===== config.mk =====
export PLATFORM = sky130hd
export DESIGN_NAME = parking_occupancy_ctrl_flat
export DESIGN_NICKNAME = d
export VERILOG_FILES = /design/src/rtl/parking_occupancy_ctrl_if.sv /design/src/rtl/parking_occupancy_ctrl.sv /design/src/flat_wrapper.sv
export SDC_FILE = /design/constraint.sdc
export NUM_CORES = 1
export LEC_CHECK = 0
export ABC_AREA = 1
export BUFFER_PORTS_ARGS = -buffer_cell sky130_fd_sc_hd__buf_4
export CAP_MARGIN = 20
export CORE_MARGIN = 2
export CORE_UTILIZATION = 30
export CTS_BUF_LIST = sky130_fd_sc_hd__clkbuf_4 sky130_fd_sc_hd__clkbuf_8
export DETAILED_ROUTE_END_ITERATION = 16
export PLACE_DENSITY_LB_ADDON = 0.08
export SLEW_MARGIN = 10
export SYNTH_ARGS = -nofsm -noshare
export SYNTH_HDL_FRONTEND = slang
export SYNTH_SLANG_ARGS = --single-unit
export TNS_END_PERCENT = 30

===== constraint.sdc =====
create_clock -name clk -period 1.7 [get_ports clk]
set_input_delay 0.085 -clock clk [delete_from_list [all_inputs] [get_ports clk]]
set_output_delay 0.085 -clock clk [all_outputs]
set_load 0.1 [all_outputs]

===== src/rtl/parking_occupancy_ctrl_if.sv =====
// Event and display bundle between the detector, the occupancy controller
// and the BCD-to-SSEG decoder. The controller is the slave side.
interface parking_occupancy_ctrl_if;
   logic       inc;
   logic       dec;
   logic       clear;
   logic [7:0] count_bcd;
   logic       full;
   logic       empty;
   logic       overflow_err;
   logic       underflow_err;
   logic [1:0] digit_sel;
   logic [3:0] digit_bcd;

   modport master (
      output inc, dec, clear,
      input  count_bcd, full, empty, overflow_err, underflow_err,
      input  digit_sel, digit_bcd
   );

   modport slave (
      input  inc, dec, clear,
      output count_bcd, full, empty, overflow_err, underflow_err,
      output digit_sel, digit_bcd
   );
endinterface


===== src/rtl/parking_occupancy_ctrl.sv =====
// Parking-lot occupancy controller: two-digit BCD count bounded by CAPACITY,
// full/empty decode, sticky over/underflow flags, and a two-digit display scan.
// Optional build macro PARKING_BLANK_LEAD_EN: blank (4'hF) a zero tens digit.
//
// Scan FSM
//   state     | meaning
//   SCAN_ONES | ones digit driven, digit_sel = 01
//   SCAN_TENS | tens digit driven, digit_sel = 10
module parking_occupancy_ctrl #(
   parameter int CAPACITY = 50,
   parameter int SCAN_DIV = 50000
) (
   input  logic                    clk,
   input  logic                    async_reset_n,
   parking_occupancy_ctrl_if.slave bus
);

   if (CAPACITY < 1 || CAPACITY > 99) begin : g_bad_capacity
      $error("parking_occupancy_ctrl: CAPACITY must be 1..99");
   end
   if (SCAN_DIV < 2) begin : g_bad_scan_div
      $error("parking_occupancy_ctrl: SCAN_DIV must be at least 2");
   end

   localparam int SCAN_W = (SCAN_DIV > 2) ? $clog2(SCAN_DIV) : 1;
   localparam logic [SCAN_W-1:0] SCAN_LAST = SCAN_W'(SCAN_DIV - 1);
   localparam logic [7:0] CAP_BCD = {4'(CAPACITY / 10), 4'(CAPACITY % 10)};

   typedef enum logic [1:0] {
      SCAN_ONES = 2'b01,
      SCAN_TENS = 2'b10
   } scan_state_t;

   logic [3:0]        tens;
   logic [3:0]        ones;
   logic              overflow_q;
   logic              underflow_q;
   logic              is_full;
   logic              is_empty;
   logic [SCAN_W-1:0] scan_cnt;
   scan_state_t       scan_state;
   logic [3:0]        digit_mux;

   assign is_full  = ({tens, ones} == CAP_BCD);
   assign is_empty = ({tens, ones} == 8'h00);

   // Occupancy count and sticky error flags; clear beats simultaneous events,
   // which beat a single event.
   always_ff @(posedge clk or negedge async_reset_n) begin
      if (!async_reset_n) begin
         tens        <= 4'h0;
         ones        <= 4'h0;
         overflow_q  <= 1'b0;
         underflow_q <= 1'b0;
      end else if (bus.clear) begin
         tens        <= 4'h0;
         ones        <= 4'h0;
         overflow_q  <= 1'b0;
         underflow_q <= 1'b0;
      end else if (bus.inc && bus.dec) begin
         tens <= tens;
         ones <= ones;
      end else if (bus.inc) begin
         if (is_full) begin
            overflow_q <= 1'b1;
         end else if (ones == 4'd9) begin
            ones <= 4'd0;
            tens <= tens + 4'd1;
         end else begin
            ones <= ones + 4'd1;
         end
      end else if (bus.dec) begin
         if (is_empty) begin
            underflow_q <= 1'b1;
         end else if (ones == 4'd0) begin
            ones <= 4'd9;
            tens <= tens - 4'd1;
         end else begin
            ones <= ones - 4'd1;
         end
      end
   end

   // Free-running scan divider; each terminal count hands the display to the other digit.
   always_ff @(posedge clk or negedge async_reset_n) begin
      if (!async_reset_n) begin
         scan_cnt   <= '0;
         scan_state <= SCAN_ONES;
      end else if (scan_cnt == SCAN_LAST) begin
         scan_cnt   <= '0;
         scan_state <= (scan_state == SCAN_ONES) ? SCAN_TENS : SCAN_ONES;
      end else begin
         scan_cnt   <= scan_cnt + 1'b1;
      end
   end

   // Digit value mux for the currently selected digit.
   always_comb begin
      digit_mux = ones;
      if (scan_state == SCAN_TENS) begin
`ifdef PARKING_BLANK_LEAD_EN
         digit_mux = (tens == 4'h0) ? 4'hF : tens;
`else
         digit_mux = tens;
`endif
      end
   end

   assign bus.count_bcd     = {tens, ones};
   assign bus.full          = is_full;
   assign bus.empty         = is_empty;
   assign bus.overflow_err  = overflow_q;
   assign bus.underflow_err = underflow_q;
   assign bus.digit_sel     = scan_state;
   assign bus.digit_bcd     = digit_mux;

endmodule


===== src/flat_wrapper.sv =====
// flat-port wrapper written by rule: the top's interface ports become plain ports
module parking_occupancy_ctrl_flat 
#(
   parameter int CAPACITY = 50,
   parameter int SCAN_DIV = 50000
)
  (clk, async_reset_n, bus_inc, bus_dec, bus_clear, bus_count_bcd, bus_full, bus_empty, bus_overflow_err, bus_underflow_err, bus_digit_sel, bus_digit_bcd);
  parking_occupancy_ctrl_if bus_i ();
  input  logic clk;
  input  logic async_reset_n;
  input wire logic [$bits(bus_i.inc)-1:0] bus_inc;
  input wire logic [$bits(bus_i.dec)-1:0] bus_dec;
  input wire logic [$bits(bus_i.clear)-1:0] bus_clear;
  output wire logic [$bits(bus_i.count_bcd)-1:0] bus_count_bcd;
  output wire logic [$bits(bus_i.full)-1:0] bus_full;
  output wire logic [$bits(bus_i.empty)-1:0] bus_empty;
  output wire logic [$bits(bus_i.overflow_err)-1:0] bus_overflow_err;
  output wire logic [$bits(bus_i.underflow_err)-1:0] bus_underflow_err;
  output wire logic [$bits(bus_i.digit_sel)-1:0] bus_digit_sel;
  output wire logic [$bits(bus_i.digit_bcd)-1:0] bus_digit_bcd;
  assign bus_i.inc = bus_inc;
  assign bus_i.dec = bus_dec;
  assign bus_i.clear = bus_clear;
  assign bus_count_bcd = bus_i.count_bcd;
  assign bus_full = bus_i.full;
  assign bus_empty = bus_i.empty;
  assign bus_overflow_err = bus_i.overflow_err;
  assign bus_underflow_err = bus_i.underflow_err;
  assign bus_digit_sel = bus_i.digit_sel;
  assign bus_digit_bcd = bus_i.digit_bcd;
  parking_occupancy_ctrl #(.CAPACITY(CAPACITY), .SCAN_DIV(SCAN_DIV)) u_core (.clk(clk), .async_reset_n(async_reset_n), .bus(bus_i));
endmodule

==> summary.md, run 1 <==
| Metric | Value |
|---|---|
| Status | `finished clean` |
| Reg-to-reg startpoint | `u_core.ones[0]` |
| Initial DRC count | `42` |
| CTS Buf Count | `3` |
| Combinational group share of total power | `63.7%` |
| Clk Latency, worst-skew pair | `270 ps` |
| Synth Net Count | `between 200 and 250` |
| Synth Area in Compound Gates | `7.38%` |
| Inserted Diodes | `0` |
| Die Width | `79.9 um` |
| Net count, final | `277` |
| Mux share of post-synthesis cell area | `0%` |
| NetSw | `1.94 mW` |
| Clock Power Share | `10.8%` |
| Pwr dens | `1570 mW/mm2` |
| Final setup vio count | `0` |
| Number of H-tree levels | `1` |
| Pre-CTS setup slack | `31.1 ps` |
| Count of state elements after synthesis | `28` |
| Area leader, netlist | `dfrtp_1` |
| Height of the die | `79.9 um` |
| Vias in the first global route | `1,457` |
| Setup CP Type | `reg2out` |
| Ratio of cells with drive above 1 in the final layout | `25.9%` |
| Simple-gate share of the synthesized area | `31.2%` |
| Critical-path maximum fanout | `6` |
| I/O Pins | `23` |
| CP endpoint kind | `output pin` |
| XOR/XNOR Fraction of Synth Area | `around 5.6%` |
| Initial DRT Pass Iterations | `4` |
| Sink Count | `28` |
| Largest family of logic cells by synthesized area | `simple AND/OR/NAND/NOR gates` |
| Setup ws final | `about 65 ps` |
| Mapped cell area | `0.00173 mm2` |
| Met3 Use GR | `1.47%` |
| Hpwl dp | `between 3 and 4 mm` |
| Delay-heaviest family, CP | `flip-flops` |
| Synthesis-to-layout area growth | `29.8%` |
| Final Critical Period | `1640 ps` |
| Avg Cell Area, Syn | `7.39 um2` |
| M2 GR Usage | `22.3%` |
| Drt wl/cell | `~12 um` |
| Clock transition at the registers of the reported paths | `90 ps` |
| Max Fclk | `around 610 MHz` |
| Pleak | `1.11 nW` |
| Total Power | `3.52 mW` |
| Seq pwr share | `between 20% and 30%` |
| Async S/R FF share, synth | `100%` |
| Gr usage total | `about an eighth` |
| Synth cell count leaders | `nand2_1 (53), nor2_1 (33), inv_1 (31), dfrtp_1 (27), nand3_1 (24)` |
| Primary FF master, synth | `dfrtp_1` |
| Routed vias | `1,519` |
| Max stage delay on crit path | `510 ps` |
| Critical Path, Cell by Cell | `inv_6 > ha_4 > nand3_4 > nor3_4 > buf_12` |
| Critical Path AT | `1550 ps` |
| Residual DRC | `0` |
| Largest net degree at the start of global routing | `29` |
| Yosys warning count | `0` |
| Count leader, synth | `nand2_1` |
| Cell count after synthesis | `234` |
| Max-slew violations | `0` |
| Register area share after synthesis | `40.6%` |
| First-pass GRT wire length | `6.60 mm` |
| Initial core utilization | `31.2%` |
| Input/output buffers | `22` |
| CTS max path bufs | `2` |
| M1 GR Usage | `16.5%` |
| Crit path buffers/inverters | `2` |
| Adder-cell share of the synthesized area | `under 10%` |
| Antenna Nets Post-Route | `0` |
| Top Usage Layer GRT | `met2` |
| Remaining Overflow, GRT | `0` |
| Startpoint types | `register` |
| Post-synth top area share | `39.0%` |
| GP Congestion | `0.823` |
| Internal power | `1.58 mW` |
| CORE AREA | `between 0.005 and 0.006 mm2` |
| Die Area | `0.00639 mm2` |
| RSZ-0062 raised after global routing | `true` |
| CTS tree | `done` |
| Fin crit share | `96.2%` |
| Via-to-Cell Ratio | `4.53` |
| Final-report hold violation count | `0` |
| Clk root buf | `clkbuf_8` |
| Slew headroom | `75.0%` |
| Worst path required time | `~1600 ps` |
| Crit path from | `u_core.ones[1]` |
| Peak VDD IR | `0.951 mV` |
| Switching share of power | `55.2%` |
| Routed WL | `3.88 mm` |
| EDFF count, synth | `0` |
| Final clock skew | `6.13 ps` |
| Worst path slowest cell | `dfrtp_4` |
| Max Cap Viol | `0` |
| Synth top area cells | `dfrtp_1 (39%), nand2_1 (11%), nor2_1 (7.2%), nand3_1 (6.9%), inv_1 (6.7%)` |
| Antenna violations before repair | `0` |
| HP Class | `in2reg` |
| Cell row count | `27` |
| Yosys cell types | `27` |
| Measured slew at the worst slew-check pin | `375 ps` |
| Hold_sp | `bus_clear` |
[final cells by class]
class                      count  area (um2)
fill                         576        3290
multi-input combinational    168         976
sequential                    28         727
inverter                      35         140
clock buffer                   4        48.8
timing repair buffer          28         264
tap                           72        90.1
[worst register-to-register path, delay by kind of cell, from the launching register on]
kind	cells	cell delay, ps
buffers and inverters	3	340
AND/OR/NAND/NOR	5	450
adder cells (fa/ha/maj)	1	190
flip-flops	1	500
[placed cells by master, fill, tap and decap left out, types with 6 or more instances in the layout]
cell,synthesis,final
buf_4,1,21
dfrtp_1,27,18
ha_1,7,6
inv_1,31,28
nand2_1,53,50
nand3_1,24,23
nor2_1,33,31
nor3_1,8,7
o21ai_0,11,7
xor2_1,8,8
[through the flow]
stage	utilization, %	cell area [um2]	hold WS, ps	TNS, ps	cells
global placement	37.9	2100	31.4	0	328
global route	40.5	2250	48.9	-13.1	335
finish	40.5	2250	40.3	0	335
detailed placement	37.9	2100	32.1	0	328
floorplan	-	1840	-211	-900	234
CTS	39.7	2200	33.4	-9.01	333
[cells by family (layout without fill, tap and decap cells)]
kind of cell,count (synthesis),after routing
AO/OA/AOI/OAI,22,22
XOR/XNOR,11,11
adder cells (fa/ha/maj),8,8
buffers and inverters,38,67
flip-flops,28,28
AND/OR/NAND/NOR,127,127
[layer usage]
metal | part of all wire (%) | vias up
met5 | 0 | -
met4 | 1.6 | 0
met3 | 3.4 | 6
met2 | 49 | 32
met1 | 46 | 688
li1 | - | 793
[power groups by stage]
stage | Combinational, mW | Sequential (mW) | Clock [mW]
final | 2.24 | 0.899 | 0.381
after global routing | 2.37 | 0.913 | 0.428
after global placement | 2.09 | 0.928 | 0
after CTS | 2.16 | 0.922 | 0.407
after detailed placement | 2.07 | 0.930 | 0
after floorplan | 1.15 | 1.45 | 0
[final timing paths]
check	cells after the start	endpoint	slack (ps)
setup / recovery	5	bus_empty	60
hold / removal	2	u_core.bus.underflow_err	40
setup reg to reg	9	u_core.tens[0]	110
hold reg to reg	1	u_core.scan_cnt[0]	470
max in group asynchronous	2	u_core.bus.digit_sel[0]	1120
min in group asynchronous	2	u_core.scan_cnt[0]	270
[flip-flops by register name (all words and copies together), names as in the netlist]
register / flops
u_core.tens: 4
u_core.bus.digit_sel: 2
u_core.scan_cnt: 16
u_core.bus.overflow_err: 1
u_core.bus.underflow_err: 1
u_core.ones: 4
[repair_timing]
item,CTS,global route
buffers inserted,0,2
resized for setup,11,10
hold endpoints to repair,27,0
setup endpoints to repair,4,9
pin swaps,1,0
hold buffers,1,0
(Power assumes the default switching activity.)
==> run 2, diff against run 1 <==
--- a/config.mk
+++ b/config.mk
@@ -12,7 +12,6 @@
 export CORE_UTILIZATION = 30
 export CTS_BUF_LIST = sky130_fd_sc_hd__clkbuf_4 sky130_fd_sc_hd__clkbuf_8
 export DETAILED_ROUTE_END_ITERATION = 16
-export PLACE_DENSITY_LB_ADDON = 0.08
 export SLEW_MARGIN = 10
 export SYNTH_ARGS = -nofsm -noshare
 export SYNTH_HDL_FRONTEND = slang
==> summary.md, run 2 (synthesized netlist as in run 1, its figures left out) <==
| Metric | Value |
|---|---|
| Status | `finished clean (unchanged)` |
| Measured slew at the worst slew-check pin | `364 ps (was 375 ps)` |
| Gr usage total | `12.9% (was 13.0%)` |
| Routed WL | `3.90 mm (was 3.88 mm)` |
| Most flops, register | `u_core.scan_cnt (unchanged)` |
| Final-report hold violation count | `0 (unchanged)` |
| Max Fclk | `598 MHz (was 612 MHz)` |
| Height of the die | `79.9 um (unchanged)` |
| Residual DRC | `0 (unchanged)` |
| Most frequent cells in the layout | `nand2_1 (50), nor2_1 (32), inv_1 (27) (was nand2_1 (50), nor2_1 (31), inv_1 (28))` |
| Setup CP Type | `reg2out (unchanged)` |
| Antenna violations before repair | `0 (unchanged)` |
| Routed vias | `1,534 (was 1,519)` |
| Net count, final | `280 (was 277)` |
| Layout Cell Area excl Fill | `0.00227 mm2 (was 0.00225 mm2)` |
| Inserted Diodes | `0 (unchanged)` |
| CTS tree | `done (unchanged)` |
| RSZ-0062 raised after global routing | `true (unchanged)` |
| Input/output buffers | `22 (unchanged)` |
| CTS max path bufs | `2 (unchanged)` |
| Top Registers | `u_core.scan_cnt: 16 flops, u_core.ones: 4 flops, u_core.tens: 4 flops (unchanged)` |
| Remaining Overflow, GRT | `0 (unchanged)` |
| Drt wl/cell | `11.5 um (was 11.6 um)` |
| Initial core utilization | `31.2% (unchanged)` |
| GP Congestion | `0.822 (was 0.823)` |
| Vias in the first global route | `1,501 (was 1,457)` |
| Setup ws final | `28.6 ps (was 64.8 ps)` |
| CORE AREA | `0.00554 mm2 (unchanged)` |
| I/O Pins | `23 (unchanged)` |
| Die Area | `0.00639 mm2 (unchanged)` |
| Ratio of cells with drive above 1 in the final layout | `27.4% (was 25.9%)` |
| Worst path required time | `1620 ps (about the same)` |
| Hold_ws | `36.8 ps (was 40.3 ps)` |
| CTS Buf Count | `3 (unchanged)` |
| Fin crit share | `98.3% (was 96.2%)` |
| Clock transition at the registers of the reported paths | `100 ps (was 90 ps)` |
| Placed cell area | `0.00208 mm2 (was 0.00210 mm2)` |
| Max-slew violations | `0 (unchanged)` |
| Sink Count | `28 (unchanged)` |
| Peak VDD IR | `1.09 mV (was 0.951 mV)` |
| First-pass GRT wire length | `6.71 mm (was 6.60 mm)` |
| Startpoint types | `register (unchanged)` |
| Number of H-tree levels | `1 (unchanged)` |
| Cell row count | `27 (unchanged)` |
| HP Class | `in2reg (unchanged)` |
| Initial DRT Pass Iterations | `6 (was 4)` |
| CP endpoint kind | `output pin (unchanged)` |
| Max reg flops | `16 (unchanged)` |
| Pwr dens | `1580 mW/mm2 (was 1570 mW/mm2)` |
| Largest net degree at the start of global routing | `29 (unchanged)` |
| Antenna Nets Post-Route | `0 (unchanged)` |
| Pre-CTS setup slack | `38.7 ps (was 31.1 ps)` |
| Max Cap Viol | `0 (unchanged)` |
| Initial DRC count | `74 (was 42)` |
| Final Critical Period | `1670 ps (was 1640 ps)` |
| Pleak | `1.13 nW (was 1.11 nW)` |
| Final clock skew | `4.79 ps (was 6.13 ps)` |
| Final setup vio count | `0 (unchanged)` |
| Flop2flop setup slack | `140 ps (was 110 ps)` |
| Via-to-Cell Ratio | `4.54 (was 4.53)` |
| Clk Latency, worst-skew pair | `270 ps (about the same)` |
| Critical-path maximum fanout | `5 (was 6)` |
| Hpwl dp | `2.94 mm (was 3.01 mm)` |
| Synthesis-to-layout area growth | `31.5% (was 29.8%)` |
| Critical Path AT | `1590 ps (was 1550 ps)` |
| Clk root buf | `clkbuf_8 (unchanged)` |
| Die Width | `79.9 um (unchanged)` |
| Leading cell type in the layout, fill and taps excluded | `nand2_1 (unchanged)` |
| Slew headroom | `75.7% (was 75.0%)` |
==> run 2: worst paths after layout <==
| path | cells past startpoint | from | to |
|---|---|---|---|
| max | 5 | u_core.ones[0] | bus_empty |
| min | 2 | bus_clear | u_core.bus.underflow_err |
| max reg2reg | 9 | u_core.scan_cnt[0] | u_core.bus.digit_sel[1] |
| min reg2reg | 1 | u_core.scan_cnt[0] | u_core.scan_cnt[0] |
| max in group asynchronous | 2 | async_reset_n | u_core.bus.digit_sel[0] |
| min in group asynchronous | 2 | async_reset_n | u_core.scan_cnt[6] |
==> run 2: layout make-up <==
class / count / area, um2
clock buffer: 4 / 55.1
inverter: 35 / 143
fill: 570 / 3270
multi-input combinational: 168 / 981
tap: 72 / 90.1
sequential: 28 / 727
timing repair buffer: 31 / 279
==> run 2: power breakdown <==
group	internal, mW	switching [mW]
combinational	0.654	1.63
sequential	0.770	0.141
clock	0.207	0.203
total	1.63	1.97
==> run 2: metal layers <==
layer	vias to the layer above	GRT usage, %	wire, um
met5	-	0	0
met4	0	3.05	23
met3	2	1.70	117
met2	25	23.3	1900
met1	709	16.3	1860
li1	798	-	-
==> run 2: worst max-delay path, stage by stage, from the launching register on <==
cell and delay (ps):
dfrtp_4 520, inv_6 90, ha_4 150, nand3_4 90, nor3_4 250, buf_12 210
==> run 2: repair_timing <==
| action | CTS | global route |
|---|---|---|
| endpoints found under the hold margin | 27 | 0 |
| setup buffers | 0 | 7 |
| hold buffers | 1 | 0 |
| gates resized for setup | 9 | 13 |
| endpoints found under the setup margin | 2 | 15 |
| pin swaps | 1 | 3 |
==> run 2: metrics by stage <==
stage / util [%] / power [mW] / cells / setup TNS, ps
after floorplan: - / 2.60 / 234 / -900
after global placement: 37.6 / 2.98 / 326 / 0
after detailed placement: 37.6 / 2.99 / 326 / 0
after CTS: 39.4 / 3.48 / 331 / 0
after global routing: 41.1 / 3.81 / 338 / -55.0
final: 41.1 / 3.60 / 338 / 0
==> run 3, diff against run 2 <==
--- a/config.mk
+++ b/config.mk
@@ -8,10 +8,13 @@
 export ABC_AREA = 1
 export BUFFER_PORTS_ARGS = -buffer_cell sky130_fd_sc_hd__buf_4
 export CAP_MARGIN = 20
+export CELL_PAD_IN_SITES_DETAIL_PLACEMENT = 0
+export CELL_PAD_IN_SITES_GLOBAL_PLACEMENT = 2
 export CORE_MARGIN = 2
 export CORE_UTILIZATION = 30
 export CTS_BUF_LIST = sky130_fd_sc_hd__clkbuf_4 sky130_fd_sc_hd__clkbuf_8
 export DETAILED_ROUTE_END_ITERATION = 16
+export PLACE_DENSITY_LB_ADDON = 0.1
 export SLEW_MARGIN = 10
 export SYNTH_ARGS = -nofsm -noshare
 export SYNTH_HDL_FRONTEND = slang
==> summary.md, run 3 (synthesized netlist as in run 1, its figures left out) <==
| Metric | Value |
|---|---|
| Initial core utilization | `31.2% (unchanged)` |
| Setup CP Type | `reg2out (unchanged)` |
| Leading cell type in the layout, fill and taps excluded | `nand2_1 (unchanged)` |
| Vias in the first global route | `1,525 (was 1,501)` |
| Max stage delay on crit path | `520 ps (about the same)` |
| Delay-heaviest family, CP | `flip-flops (unchanged)` |
| Ratio of cells with drive above 1 in the final layout | `27.4% (about the same)` |
| Initial DRC count | `41 (was 74)` |
| Input/output buffers | `22 (unchanged)` |
| Inserted Diodes | `0 (unchanged)` |
| Max Cap Viol | `0 (unchanged)` |
| CORE AREA | `0.00554 mm2 (unchanged)` |
| Critical Path, Cell by Cell | `inv_6 > ha_4 > nand2_4 > nor2_4 > nand2_2 > inv_2 > buf_12 (was inv_6 > ha_4 > nand3_4 > nor3_4 > buf_12)` |
| Worst path required time | `1620 ps (about the same)` |
| Crit path buffers/inverters | `3 (was 2)` |
| Die Area | `0.00639 mm2 (unchanged)` |
| Measured slew at the worst slew-check pin | `375 ps (was 364 ps)` |
| Final Critical Period | `1650 ps (was 1670 ps)` |
| Total Power | `3.67 mW (was 3.60 mW)` |
| Max reg flops | `16 (unchanged)` |
| Clk root buf | `clkbuf_8 (unchanged)` |
| Number of H-tree levels | `1 (unchanged)` |
| Flop2flop setup slack | `130 ps (was 140 ps)` |
| Startpoint types | `register (unchanged)` |
| Placed cell area | `0.00213 mm2 (was 0.00208 mm2)` |
| Clock transition at the registers of the reported paths | `100 ps (about the same)` |
| Worst path slowest cell | `dfrtp_4 (unchanged)` |
| Final clock skew | `5.12 ps (was 4.79 ps)` |
| Antenna violations before repair | `0 (unchanged)` |
| Via-to-Cell Ratio | `4.54 (about the same)` |
| RSZ-0062 raised after global routing | `true (unchanged)` |
| First-pass GRT wire length | `7.18 mm (was 6.71 mm)` |
| Worst R2R Path Depth | `9 (unchanged)` |
| CTS max path bufs | `2 (unchanged)` |
| Pleak | `1.15 nW (was 1.13 nW)` |
| Routed WL | `4.17 mm (was 3.90 mm)` |
| Hold_sp | `bus_clear (unchanged)` |
| Initial DRT Pass Iterations | `4 (was 6)` |
| CTS tree | `done (unchanged)` |
| Status | `finished clean (unchanged)` |
| HP Class | `in2reg (unchanged)` |
| Final-report hold violation count | `0 (unchanged)` |
| Sink Count | `28 (unchanged)` |
| Most flops, register | `u_core.scan_cnt (unchanged)` |
| Reg-to-Reg End | `u_core.tens[0] (was u_core.bus.digit_sel[1])` |
| GP Congestion | `0.806 (was 0.822)` |
| Height of the die | `79.9 um (unchanged)` |
| Residual DRC | `0 (unchanged)` |
| Reg-to-reg startpoint | `u_core.ones[0] (was u_core.scan_cnt[0])` |
| Gr usage total | `14.4% (was 12.9%)` |
| Peak VDD IR | `1.00 mV (was 1.09 mV)` |
| Hold Path End | `u_core.bus.underflow_err (unchanged)` |
| Pwr dens | `1580 mW/mm2 (about the same)` |
| Max Fclk | `605 MHz (was 598 MHz)` |
| Top Registers | `u_core.scan_cnt: 16 flops, u_core.ones: 4 flops, u_core.tens: 4 flops (unchanged)` |
| Antenna Nets Post-Route | `0 (unchanged)` |
| Die Width | `79.9 um (unchanged)` |
| Fin crit share | `97.2% (was 98.3%)` |
| Slew headroom | `75.0% (was 75.7%)` |
| Largest net degree at the start of global routing | `29 (unchanged)` |
| WHS Path Cells | `2 (unchanged)` |
| Cell row count | `27 (unchanged)` |
| Max-slew violations | `0 (unchanged)` |
| Synthesis-to-layout area growth | `33.7% (was 31.5%)` |
| Hpwl dp | `3.23 mm (was 2.94 mm)` |
| Final setup vio count | `0 (unchanged)` |
| Routed vias | `1,551 (was 1,534)` |
| CTS Buf Count | `3 (unchanged)` |
| I/O Pins | `23 (unchanged)` |
| Net count, final | `284 (was 280)` |
| Drt wl/cell | `12.2 um (was 11.5 um)` |
| Clk Latency, worst-skew pair | `280 ps (was 270 ps)` |
| Critical Path AT | `1570 ps (was 1590 ps)` |
| Remaining Overflow, GRT | `0 (unchanged)` |
| Crit path from | `u_core.ones[0] (unchanged)` |
| Critical-path maximum fanout | `5 (unchanged)` |
| Most frequent cells in the layout | `nand2_1 (50), nor2_1 (32), inv_1 (28), buf_4 (28), nand3_1 (23) (was nand2_1 (50), nor2_1 (32), inv_1 (27))` |
| CP endpoint kind | `output pin (unchanged)` |
| Layout Cell Area excl Fill | `0.00231 mm2 (was 0.00227 mm2)` |
==> run 3: worst register-to-register path, cell delays in order, from the launching register on <==
cell	delay [ps]
dfrtp_4	520
inv_6	90
ha_4	170
nand2_4	50
nor2_4	140
nand3_1	120
nand2_1	140
nor2_4	90
nand3_1	80
nand2_1	60
==> run 3: per-stage QoR <==
step                setup TNS [ps]  instances  util, %  hold slack [ps]  setup WS (ps)
floorplan                     -900        234        -             -211           -479
global placement                 0        332     38.4             36.2           32.9
detailed placement           -10.5        332     38.4             35.3          -10.5
CTS                          -2.77        338     40.6             24.8          -2.77
global route                 -78.2        342     41.8             29.5          -59.4
finish                           0        342     41.8             22.1           47.9
==> run 3: how the worst max path moves through the flow <==
stage / end / slack, ps / cells past startpoint
6_report: bus_full / 50 / 7
5_1_grt: bus_full / -60 / 7
4_1_cts: bus_full / -3 / 7
3_5_place_dp: u_core.tens[0] / -10 / 9
3_3_place_gp: u_core.tens[3] / 30 / 9
2_1_floorplan: u_core.bus.underflow_err / -480 / 6
==> run 3: layout make-up <==
| class | count | area [um2] |
|---|---|---|
| Clock buffer | 4 | 55.1 |
| Inverter | 35 | 143 |
| Fill cell | 596 | 3230 |
| Multi-Input combinational cell | 168 | 978 |
| Timing Repair Buffer | 35 | 320 |
| Tap cell | 72 | 90.1 |
| Sequential cell | 28 | 727 |
==> run 3: repair_timing <==
item | 4_1_cts | 5_1_grt
setup endpoints to repair | 12 | 13
setup buffers | 1 | 4
endpoints found under the hold margin | 27 | 0
resized for setup | 13 | 10
pin swaps | 1 | 5
hold buffers | 1 | 0
==> run 3: report_power, final <==
group          switching (mW)  total [mW]  internal [mW]
clock network           0.215       0.422          0.208
registers               0.115       0.885          0.770
logic                    1.67        2.36          0.693
==> run 3: metal layers <==
metal	share of wire, %	vias up	track usage, %
li1	-	811	-
met1	45	710	18.1
met2	50	21	25.3
met3	2.6	9	1.81
met4	2.3	0	4.75
met5	0	-	0
